<file path="src/rtl/tick_source_sel_if.sv">
// Bundle of source inputs, select/clear controls and tick outputs for tick_source_sel.
// master drives the sources and requests; slave is the selector itself.
interface tick_source_sel_if #(
  parameter int NUM_SRC = 4,
  parameter int SEL_W   = 2,
  parameter int CNT_W   = 8
);
  logic [NUM_SRC-1:0] src_in;
  logic               sel_req;
  logic [SEL_W-1:0]   sel_new;
  logic               cnt_clr;
  logic               q_level;
  logic               tick;
  logic [SEL_W-1:0]   active_sel;
  logic               busy;
  logic               sel_err;
  logic [CNT_W-1:0]   tick_cnt;

  modport master (
    output src_in, sel_req, sel_new, cnt_clr,
    input  q_level, tick, active_sel, busy, sel_err, tick_cnt
  );

  modport slave (
    input  src_in, sel_req, sel_new, cnt_clr,
    output q_level, tick, active_sel, busy, sel_err, tick_cnt
  );
endinterface

</file>
<file path="src/rtl/tick_source_sel.sv">
// Glitch-free selector of NUM_SRC asynchronous timing sources: synchronises every
// source, delivers the chosen one as a level and a one-cycle tick, and counts ticks.
module tick_source_sel #(
  parameter int NUM_SRC     = 4,
  parameter int SEL_W       = 2,
  parameter int SYNC_STAGES = 2,
  parameter int BLANK_CYC   = 8,
  parameter int CNT_W       = 8,
  parameter int DEFAULT_SEL = 0
) (
  input  logic                clk,
  input  logic                rst_n,
  tick_source_sel_if.slave    bus
);

  localparam int BC_W = (BLANK_CYC > 1) ? $clog2(BLANK_CYC) : 1;
  localparam logic [BC_W-1:0]  BLANK_LOAD = BC_W'(BLANK_CYC - 1);
  localparam logic [SEL_W:0]   NUM_SRC_W  = (SEL_W + 1)'(NUM_SRC);
  localparam logic [SEL_W-1:0] SEL_RST    = SEL_W'(DEFAULT_SEL);

  typedef enum logic [1:0] {
    ST_RUN,
    ST_BLANK,
    ST_ARM
  } state_t;

  logic [NUM_SRC-1:0] sync_q [SYNC_STAGES];
  logic [NUM_SRC-1:0] prev_q;
  logic [NUM_SRC-1:0] sync_lvl;
  logic [NUM_SRC-1:0] rise;

  state_t           state_q, state_d;
  logic [SEL_W-1:0] sel_q, sel_d;
  logic [BC_W-1:0]  blank_q, blank_d;
  logic             q_level_q, q_level_d;
  logic             tick_q, tick_d;
  logic             busy_q;
  logic             err_q, err_d;
  logic [CNT_W-1:0] cnt_q, cnt_d;

  logic             range_err;
  logic             accept;
  logic             cur_lvl;
  logic             nxt_lvl;
  logic             nxt_rise;

  assign sync_lvl = sync_q[SYNC_STAGES-1];
  assign rise     = sync_lvl & ~prev_q;

  // Edge detection runs for every source, so a freshly selected source
  // already has valid history when it becomes active.
  always_ff @(posedge clk) begin
    if (!rst_n) begin
      for (int s = 0; s < SYNC_STAGES; s++) sync_q[s] <= '0;
      prev_q <= '0;
    end else begin
      sync_q[0] <= bus.src_in;
      for (int s = 1; s < SYNC_STAGES; s++) sync_q[s] <= sync_q[s-1];
      prev_q <= sync_lvl;
    end
  end

  // NOTE: every variable assigned in this block gets a default first, so no
  // path can leave one unassigned and infer a latch.
  always_comb begin
    cur_lvl  = 1'b0;
    nxt_lvl  = 1'b0;
    nxt_rise = 1'b0;
    state_d  = state_q;
    sel_d    = sel_q;
    blank_d  = blank_q;

    range_err = bus.sel_req && ({1'b0, bus.sel_new} >= NUM_SRC_W);
    accept    = bus.sel_req && !range_err &&
                !((state_q == ST_RUN) && (bus.sel_new == sel_q));

    for (int i = 0; i < NUM_SRC; i++) begin
      if (sel_q == SEL_W'(i)) cur_lvl = sync_lvl[i];
    end

    if (accept) begin
      sel_d   = bus.sel_new;
      state_d = ST_BLANK;
      blank_d = BLANK_LOAD;
    end else begin
      unique case (state_q)
        ST_BLANK: begin
          if (blank_q == '0) state_d = ST_ARM;
          else               blank_d = blank_q - BC_W'(1);
        end
        // Waiting for a low level means the first tick after a switch always
        // comes from a fresh rising edge, never from a level already high.
        ST_ARM: begin
          if (!cur_lvl) state_d = ST_RUN;
        end
        default: ;
      endcase
    end

    for (int i = 0; i < NUM_SRC; i++) begin
      if (sel_d == SEL_W'(i)) begin
        nxt_lvl  = sync_lvl[i];
        nxt_rise = rise[i];
      end
    end

    q_level_d = (state_d == ST_RUN) && nxt_lvl;
    tick_d    = (state_d == ST_RUN) && nxt_rise;
    err_d     = range_err;
    cnt_d     = bus.cnt_clr ? CNT_W'(tick_q) : cnt_q + CNT_W'(tick_q);
  end

  // NOTE: state registers use non-blocking assignments so every flop samples
  // the pre-edge value of every other flop.
  always_ff @(posedge clk) begin
    if (!rst_n) begin
      state_q   <= ST_RUN;
      sel_q     <= SEL_RST;
      blank_q   <= '0;
      q_level_q <= 1'b0;
      tick_q    <= 1'b0;
      busy_q    <= 1'b0;
      err_q     <= 1'b0;
      cnt_q     <= '0;
    end else begin
      state_q   <= state_d;
      sel_q     <= sel_d;
      blank_q   <= blank_d;
      q_level_q <= q_level_d;
      tick_q    <= tick_d;
      busy_q    <= (state_d != ST_RUN);
      err_q     <= err_d;
      cnt_q     <= cnt_d;
    end
  end

  assign bus.q_level    = q_level_q;
  assign bus.tick       = tick_q;
  assign bus.active_sel = sel_q;
  assign bus.busy       = busy_q;
  assign bus.sel_err    = err_q;
  assign bus.tick_cnt   = cnt_q;

endmodule

</file>
<file path="src/flat_wrapper.sv">
// flat-port wrapper written by rule: the top's interface ports become plain ports
module tick_source_sel_flat 
#(
  parameter int NUM_SRC     = 4,
  parameter int SEL_W       = 2,
  parameter int SYNC_STAGES = 2,
  parameter int BLANK_CYC   = 8,
  parameter int CNT_W       = 8,
  parameter int DEFAULT_SEL = 0
)
  (clk, rst_n, bus_src_in, bus_sel_req, bus_sel_new, bus_cnt_clr, bus_q_level, bus_tick, bus_active_sel, bus_busy, bus_sel_err, bus_tick_cnt);
  tick_source_sel_if #(.NUM_SRC(NUM_SRC), .SEL_W(SEL_W), .CNT_W(CNT_W)) bus_i ();
  input  logic clk;
  input  logic rst_n;
  input wire logic [$bits(bus_i.src_in)-1:0] bus_src_in;
  input wire logic [$bits(bus_i.sel_req)-1:0] bus_sel_req;
  input wire logic [$bits(bus_i.sel_new)-1:0] bus_sel_new;
  input wire logic [$bits(bus_i.cnt_clr)-1:0] bus_cnt_clr;
  output wire logic [$bits(bus_i.q_level)-1:0] bus_q_level;
  output wire logic [$bits(bus_i.tick)-1:0] bus_tick;
  output wire logic [$bits(bus_i.active_sel)-1:0] bus_active_sel;
  output wire logic [$bits(bus_i.busy)-1:0] bus_busy;
  output wire logic [$bits(bus_i.sel_err)-1:0] bus_sel_err;
  output wire logic [$bits(bus_i.tick_cnt)-1:0] bus_tick_cnt;
  assign bus_i.src_in = bus_src_in;
  assign bus_i.sel_req = bus_sel_req;
  assign bus_i.sel_new = bus_sel_new;
  assign bus_i.cnt_clr = bus_cnt_clr;
  assign bus_q_level = bus_i.q_level;
  assign bus_tick = bus_i.tick;
  assign bus_active_sel = bus_i.active_sel;
  assign bus_busy = bus_i.busy;
  assign bus_sel_err = bus_i.sel_err;
  assign bus_tick_cnt = bus_i.tick_cnt;
  tick_source_sel #(.NUM_SRC(NUM_SRC), .SEL_W(SEL_W), .SYNC_STAGES(SYNC_STAGES), .BLANK_CYC(BLANK_CYC), .CNT_W(CNT_W), .DEFAULT_SEL(DEFAULT_SEL)) u_core (.clk(clk), .rst_n(rst_n), .bus(bus_i));
endmodule
</file>
<file path="config.mk">
export PLATFORM = sky130hd
export DESIGN_NAME = tick_source_sel_flat
export DESIGN_NICKNAME = d
export VERILOG_FILES = /design/src/rtl/tick_source_sel_if.sv /design/src/rtl/tick_source_sel.sv /design/src/flat_wrapper.sv
export SDC_FILE = /design/constraint.sdc
export NUM_CORES = 1
export LEC_CHECK = 0
export BUFFER_PORTS_ARGS = -buffer_cell sky130_fd_sc_hd__buf_2
export CORE_UTILIZATION = 40
export CTS_BUF_LIST = sky130_fd_sc_hd__clkbuf_8
export DETAILED_ROUTE_END_ITERATION = 12
export GPL_TIMING_DRIVEN = 1
export PLACE_DENSITY = 0.6
export SKIP_CTS_REPAIR_TIMING = 1
export SLEW_MARGIN = 30
export SYNTH_ARGS = -nofsm -noshare
export SYNTH_HDL_FRONTEND = slang
export SYNTH_SLANG_ARGS = --single-unit
</file>
<file path="constraint.sdc">
create_clock -name clk -period 4.5 [get_ports clk]
set_clock_uncertainty 0.05 [all_clocks]
set_input_delay 0.45 -clock clk [delete_from_list [all_inputs] [get_ports clk]]
set_output_delay 0.45 -clock clk [all_outputs]
set_load 0.02 [all_outputs]
</file>
Word level (Yosys, flattened, before mapping) --
Memories as Yosys holds them, arrays and structs flattened. Index checks and enable logic that the tools add are counted.
Cells by class: bitwise operators 5, eq/ne operators 10, multiplexer cells 25, add/sub/neg operators 2, reductions and logical operators 14
Operators with widths (count):
- 1-bit two-way mux | 15
- 2-bit == test (second input constant) | 5
- 3-bit two-way mux | 3
- 8-bit by 1-bit adder with 8-bit output | 1
- 2-bit logical NOT | 4
- 2-bit two-way mux | 4
- 4-bit two-way mux | 2
- 2-bit by 1-bit == test with 1-bit output (second input constant) | 3
- 4-bit bitwise AND | 1
- 1-bit logical AND | 4
- 4-bit NOT | 1
- 2-bit one-hot mux with 2 select lines | 1
- 2-bit nonzero test | 2
- 3-bit logical NOT | 1
- 3-bit by 1-bit subtractor with 3-bit output (second input constant) | 1
- 2-bit == test | 1
- 2-bit by 1-bit inequality test with 1-bit output (second input constant) | 1
- 1-bit bitwise OR | 2
- 2-bit AND reduction | 1
- 2-bit OR reduction | 1
- 1-bit logical NOT | 1
- 1-bit NOT | 1
Word-level totals: output and inout port bits 14, RAM bits 8, memories 1, logic and storage cells 66, input bits 10, register bits after elaboration 22
Memory list:
- u_core.sync_q | words 2, bits a word 4, read ports 2, clocked after memory_dff 0, wr ports 2, line tick_source_sel.sv:27 | logic [NUM_SRC-1:0] sync_q [SYNC_STAGES];

Logic depth before layout (Yosys ltp) --
depth in word-level cells 11, gate-level depth with buffers 7, gate-level depth less buffers 7

Worst setup path before layout --
No wires, ideal clock.
path type flip-flop to flip-flop, from reg u_core.sel_q[0] (netlist: u_core.bus.active_sel[0]), to reg u_core.tick_q (netlist: u_core.bus.tick), path buffers 1, data arrival time 1.523 ns, setup slack 2.824 ns, required time 4.347 ns, period minus slack after synthesis 1.676 ns, cell stages (with the launch flop) 7, library setup time 0.103 ns, path through dfxtp_1 buf_6 mux2i_1 o21ai_2 o311ai_4 nand4b_2 a2111oi_2
On the way: longest elaborated chain between the ends 11, elaborated cells between the ends (all ways) 26, those cells by class eq/ne (7); mux (12); reduce/logical (7)
Ends and longest elaborated chain:
- from (decl) | line tick_source_sel.sv:33 | logic [SEL_W-1:0] sel_q, sel_d;
- from (signal assigned) | line tick_source_sel.sv:127 | sel_q <= sel_d;
- branches (longest 10 deep; another with 2-bit logical NOT)
- 1-bit logical AND (*) | line tick_source_sel.sv:108 | tick_d = (state_d == ST_RUN) && nxt_rise;
- to (signal assigned) | line tick_source_sel.sv:130 | tick_q <= tick_d;
- to (decl) | line tick_source_sel.sv:36 | logic tick_q, tick_d;
Every way passes the cells marked *. A chain may end at the register's enable or synchronous reset.

Worst setup path in the final report --
from reg u_core.state_q[0], to reg u_core.tick_q (netlist: u_core.bus.tick)
On the way: longest elaborated chain between the ends 11, elaborated cells between the ends (all ways) 21, those cells by class eq/ne (5); mux (9); reduce/logical (7)
Ends and longest elaborated chain:
- from (decl) | line tick_source_sel.sv:32 | state_t state_q, state_d;
- from (signal assigned) | line tick_source_sel.sv:126 | state_q <= state_d;
- 2-bit logical NOT | line tick_source_sel.sv:75 | !((state_q == ST_RUN) && (bus.sel_new == sel_q));
- 1-bit logical AND | line tick_source_sel.sv:75
- 1-bit logical NOT | line tick_source_sel.sv:75
- 1-bit logical AND | line tick_source_sel.sv:74 | accept = bus.sel_req && !range_err &&
- 2-bit two-way mux | line tick_source_sel.sv:81 | if (accept) begin
- 2-bit logical NOT | line tick_source_sel.sv:101 | if (sel_d == SEL_W'(i)) begin
- 1-bit two-way mux (4 in a row) | line tick_source_sel.sv:101
- 1-bit logical AND (*) | line tick_source_sel.sv:108
Every way passes the cells marked *; elsewhere a longest branch is shown, timed or not.

==> impl_metrics.json <==
{
  "clock_sinks": 30,
  "period_needed_ps": 1750,
  "n_antenna_cell": 0,
  "maxCapViolCount": 0,
  "fin_crit_sh": 0.3889,
  "cts.reportedPaths.clkPinSlew_ps": 60,
  "worst_pin_slew_ps": 508.0,
  "avgSynthCellArea_um2": 10.31,
  "synthTopCellsByArea": "dfxtp_1, ha_1, and2_1, xor2_1, nor2_1",
  "gp_congestion": 0.8364,
  "vias": 900,
  "final_hold_viol_count": 0,
  "clock.fmax_mhz": 571.4,
  "cp.required_ps": 4620,
  "grt_max_degree": 18,
  "clockRootBuffer": "clkbuf_8",
  "drive_gt1_frac": 0.2450,
  "numCtsBuffers": 5,
  "ir_drop_uv": 207.8,
  "h-tree-depth": 2,
  "synth-edff-count": 0,
  "wirelength_mm": 2.042,
  "synthTopCellsByCount": "dfxtp_1, and2_1, nor2_1",
  "dr.first_iter.drc_count": 31,
  "grt-ovfl-total": 0,
  "synth_cells": 126,
  "ys_seq_elements": 30,
  "hp-class": "in2reg",
  "setup_viol": 0,
  "fin_nets": 169,
  "antenna_found_initial": 0,
  "yosysMostFrequentCell": "dfxtp_1",
  "drv_slew": 0,
  "p_leak_nw": 0.6660,
  "grt_pass1_vias": 860,
  "first_pass_iters": 2,
  "hold_path_depth": 2,
  "dp.cells": 189,
  "die_h_um": 58.98,
  "critPathMaxFanout": 3,
  "ys_seq_area_frac": 0.4624,
  "critPathArrivalTime_ps": 1870,
  "utilization": 0.4951,
  "async_flop_share": 0,
  "path_class": "reg2reg",
  "rsz0062_at_grt": "no",
  "die_w_um": 58.98,
  "grt_usage": 0.1444,
  "reg2reg_to": "u_core.bus.tick",
  "yosysWarnings": 0,
  "routed_via_density": 4.615,
  "row_count": 20,
  "endpoint_kind": "flop",
  "yosysUniqueCellTypes": 32,
  "total_power_uw": 557.0,
  "start_util": 0.4220,
  "ant_nets": 0,
  "crit_path_start_kind": "flop",
  "power_density_mw_per_mm2": 365.5,
  "ios": 24,
  "hold_start": "bus_src_in[1]",
  "dieArea_mm2": 0.003479,
  "seq_area_um2": 600.6,
  "clock_latency_ps": 270,
  "hold_path_end": "u_core.sync_q[0][1]",
  "synth_area_mm2": 0.001299,
  "ff2ff_path_depth": 6,
  "grt_pass1_wl_mm": 3.588,
  "core_mm2": 0.003078,
  "synth_ff_type": "dfxtp_1",
  "slew_headroom": 0.6606,
  "wire_per_inst_um": 10.47,
  "tns_ps": 0,
  "finalNonFillerCells": 195,
  "synth_top_cell_area_share": 0.4624,
  "drc": 0,
  "multi_input_area_um2": 638.1,
  "cts_tree": "built",
  "status": "completed",
  "yosysTopAreaCell": "dfxtp_1",
  "port_buffers": 22,
  "crit-reg2reg-launch": "u_core.state_q[0]",
  "area_delta_synth_final_pct": 17.34,
  "reg2reg_setup_slack_ps": 2750,
  "synth_nets": 143,
  "cts_max_path_buffers": 2,
  "nFillCells": 305,
  "hpwl_mm": 1.575
}
[cell usage in the layout (no fill, tap or decap), drive strengths merged, types with 2 or more instances in the layout]
cell	instances
dfxtp	30
buf	22
and2	13
nor2	12
inv	10
ha	7
nand2	6
xor2	6
clkbuf	6
a21oi	5
mux2i	4
nand3	4
xnor2	4
mux2	3
o21ai	3
o31ai	2
and3	2
nand2b	2
[worst max path at each step]
stage | start | end | slack, ps
after floorplan | u_core.bus.active_sel[0] | u_core.bus.tick | 2820
after global placement | bus_sel_req | u_core.bus.tick | 2740
after detailed placement | bus_sel_req | u_core.bus.tick | 2730
after CTS | u_core.state_q[0] | u_core.bus.tick | 2740
after global routing | u_core.state_q[0] | u_core.bus.tick | 2590
final | u_core.state_q[0] | u_core.bus.tick | 2750
[sequential cells by signal, summed over array words and instances, names as in the netlist]
| register | cells |
|---|---|
| u_core.bus.active_sel | 2 |
| u_core.blank_q | 3 |
| u_core.prev_q | 4 |
| u_core.bus.q_level | 1 |
| u_core.state_q | 2 |
| u_core.bus.busy | 1 |
| u_core.bus.tick_cnt | 8 |
| u_core.sync_q | 8 |
| u_core.bus.tick | 1 |
[metal layers]
metal / GRT usage / part of all wire
met1: 0.1603 / 0.43
met2: 0.2321 / 0.49
met3: 0.05459 / 0.045
met4: 0.09184 / 0.028
met5: 0 / 0
[cell type report]
type / count / share of cell area
Tap cell: 44 / 0.03612
Clock buffer: 6 / 0.05419
Multi-Input combinational cell: 83 / 0.4187
Sequential cell: 30 / 0.3941
Inverter: 10 / 0.02463
Timing Repair Buffer: 22 / 0.07225
[cell families (layout without fill, tap and decap cells)]
family / count (synthesis) / in the layout / share of synthesized area
AOI/OAI and AO/OA: 17 / 17 / 0.1281
xor gates and xnor gates: 10 / 10 / 0.06743
adders and majority gates: 7 / 7 / 0.06743
buffers and inverters: 13 / 38 / 0.04624
DFF: 30 / 30 / 0.4624
muxes: 7 / 7 / 0.05684
other: 1 / 1 / 0.002887
and+or+nand+nor: 41 / 41 / 0.1686
[critical path, cell delays in order, from the launching register on]
cell and delay (ps):
dfxtp_1 410, inv_1 90, ha_1 320, o21ai_2 100, o311ai_4 320, nand4b_2 160, a2111oi_2 210
[metrics by stage]
stage          area (um^2)  hold slack (ps)  setup slack [ps]
2_1_floorplan         1299            359.1              2824
3_3_place_gp          1441            366.6              2736
3_5_place_dp          1441            373.2              2734
4_1_cts               1524            322.1              2740
5_1_grt               1524            325.4              2586
6_report              1524            328.7              2750
[power breakdown]
group	switching [mW]	internal, mW	leakage, nW
Sequential	0.00706	0.278	0.246
Clock	0.0875	0.117	0.0431
Combinational	0.0384	0.0284	0.377
Total	0.133	0.424	0.666
Power figures use the tool's default switching activity.
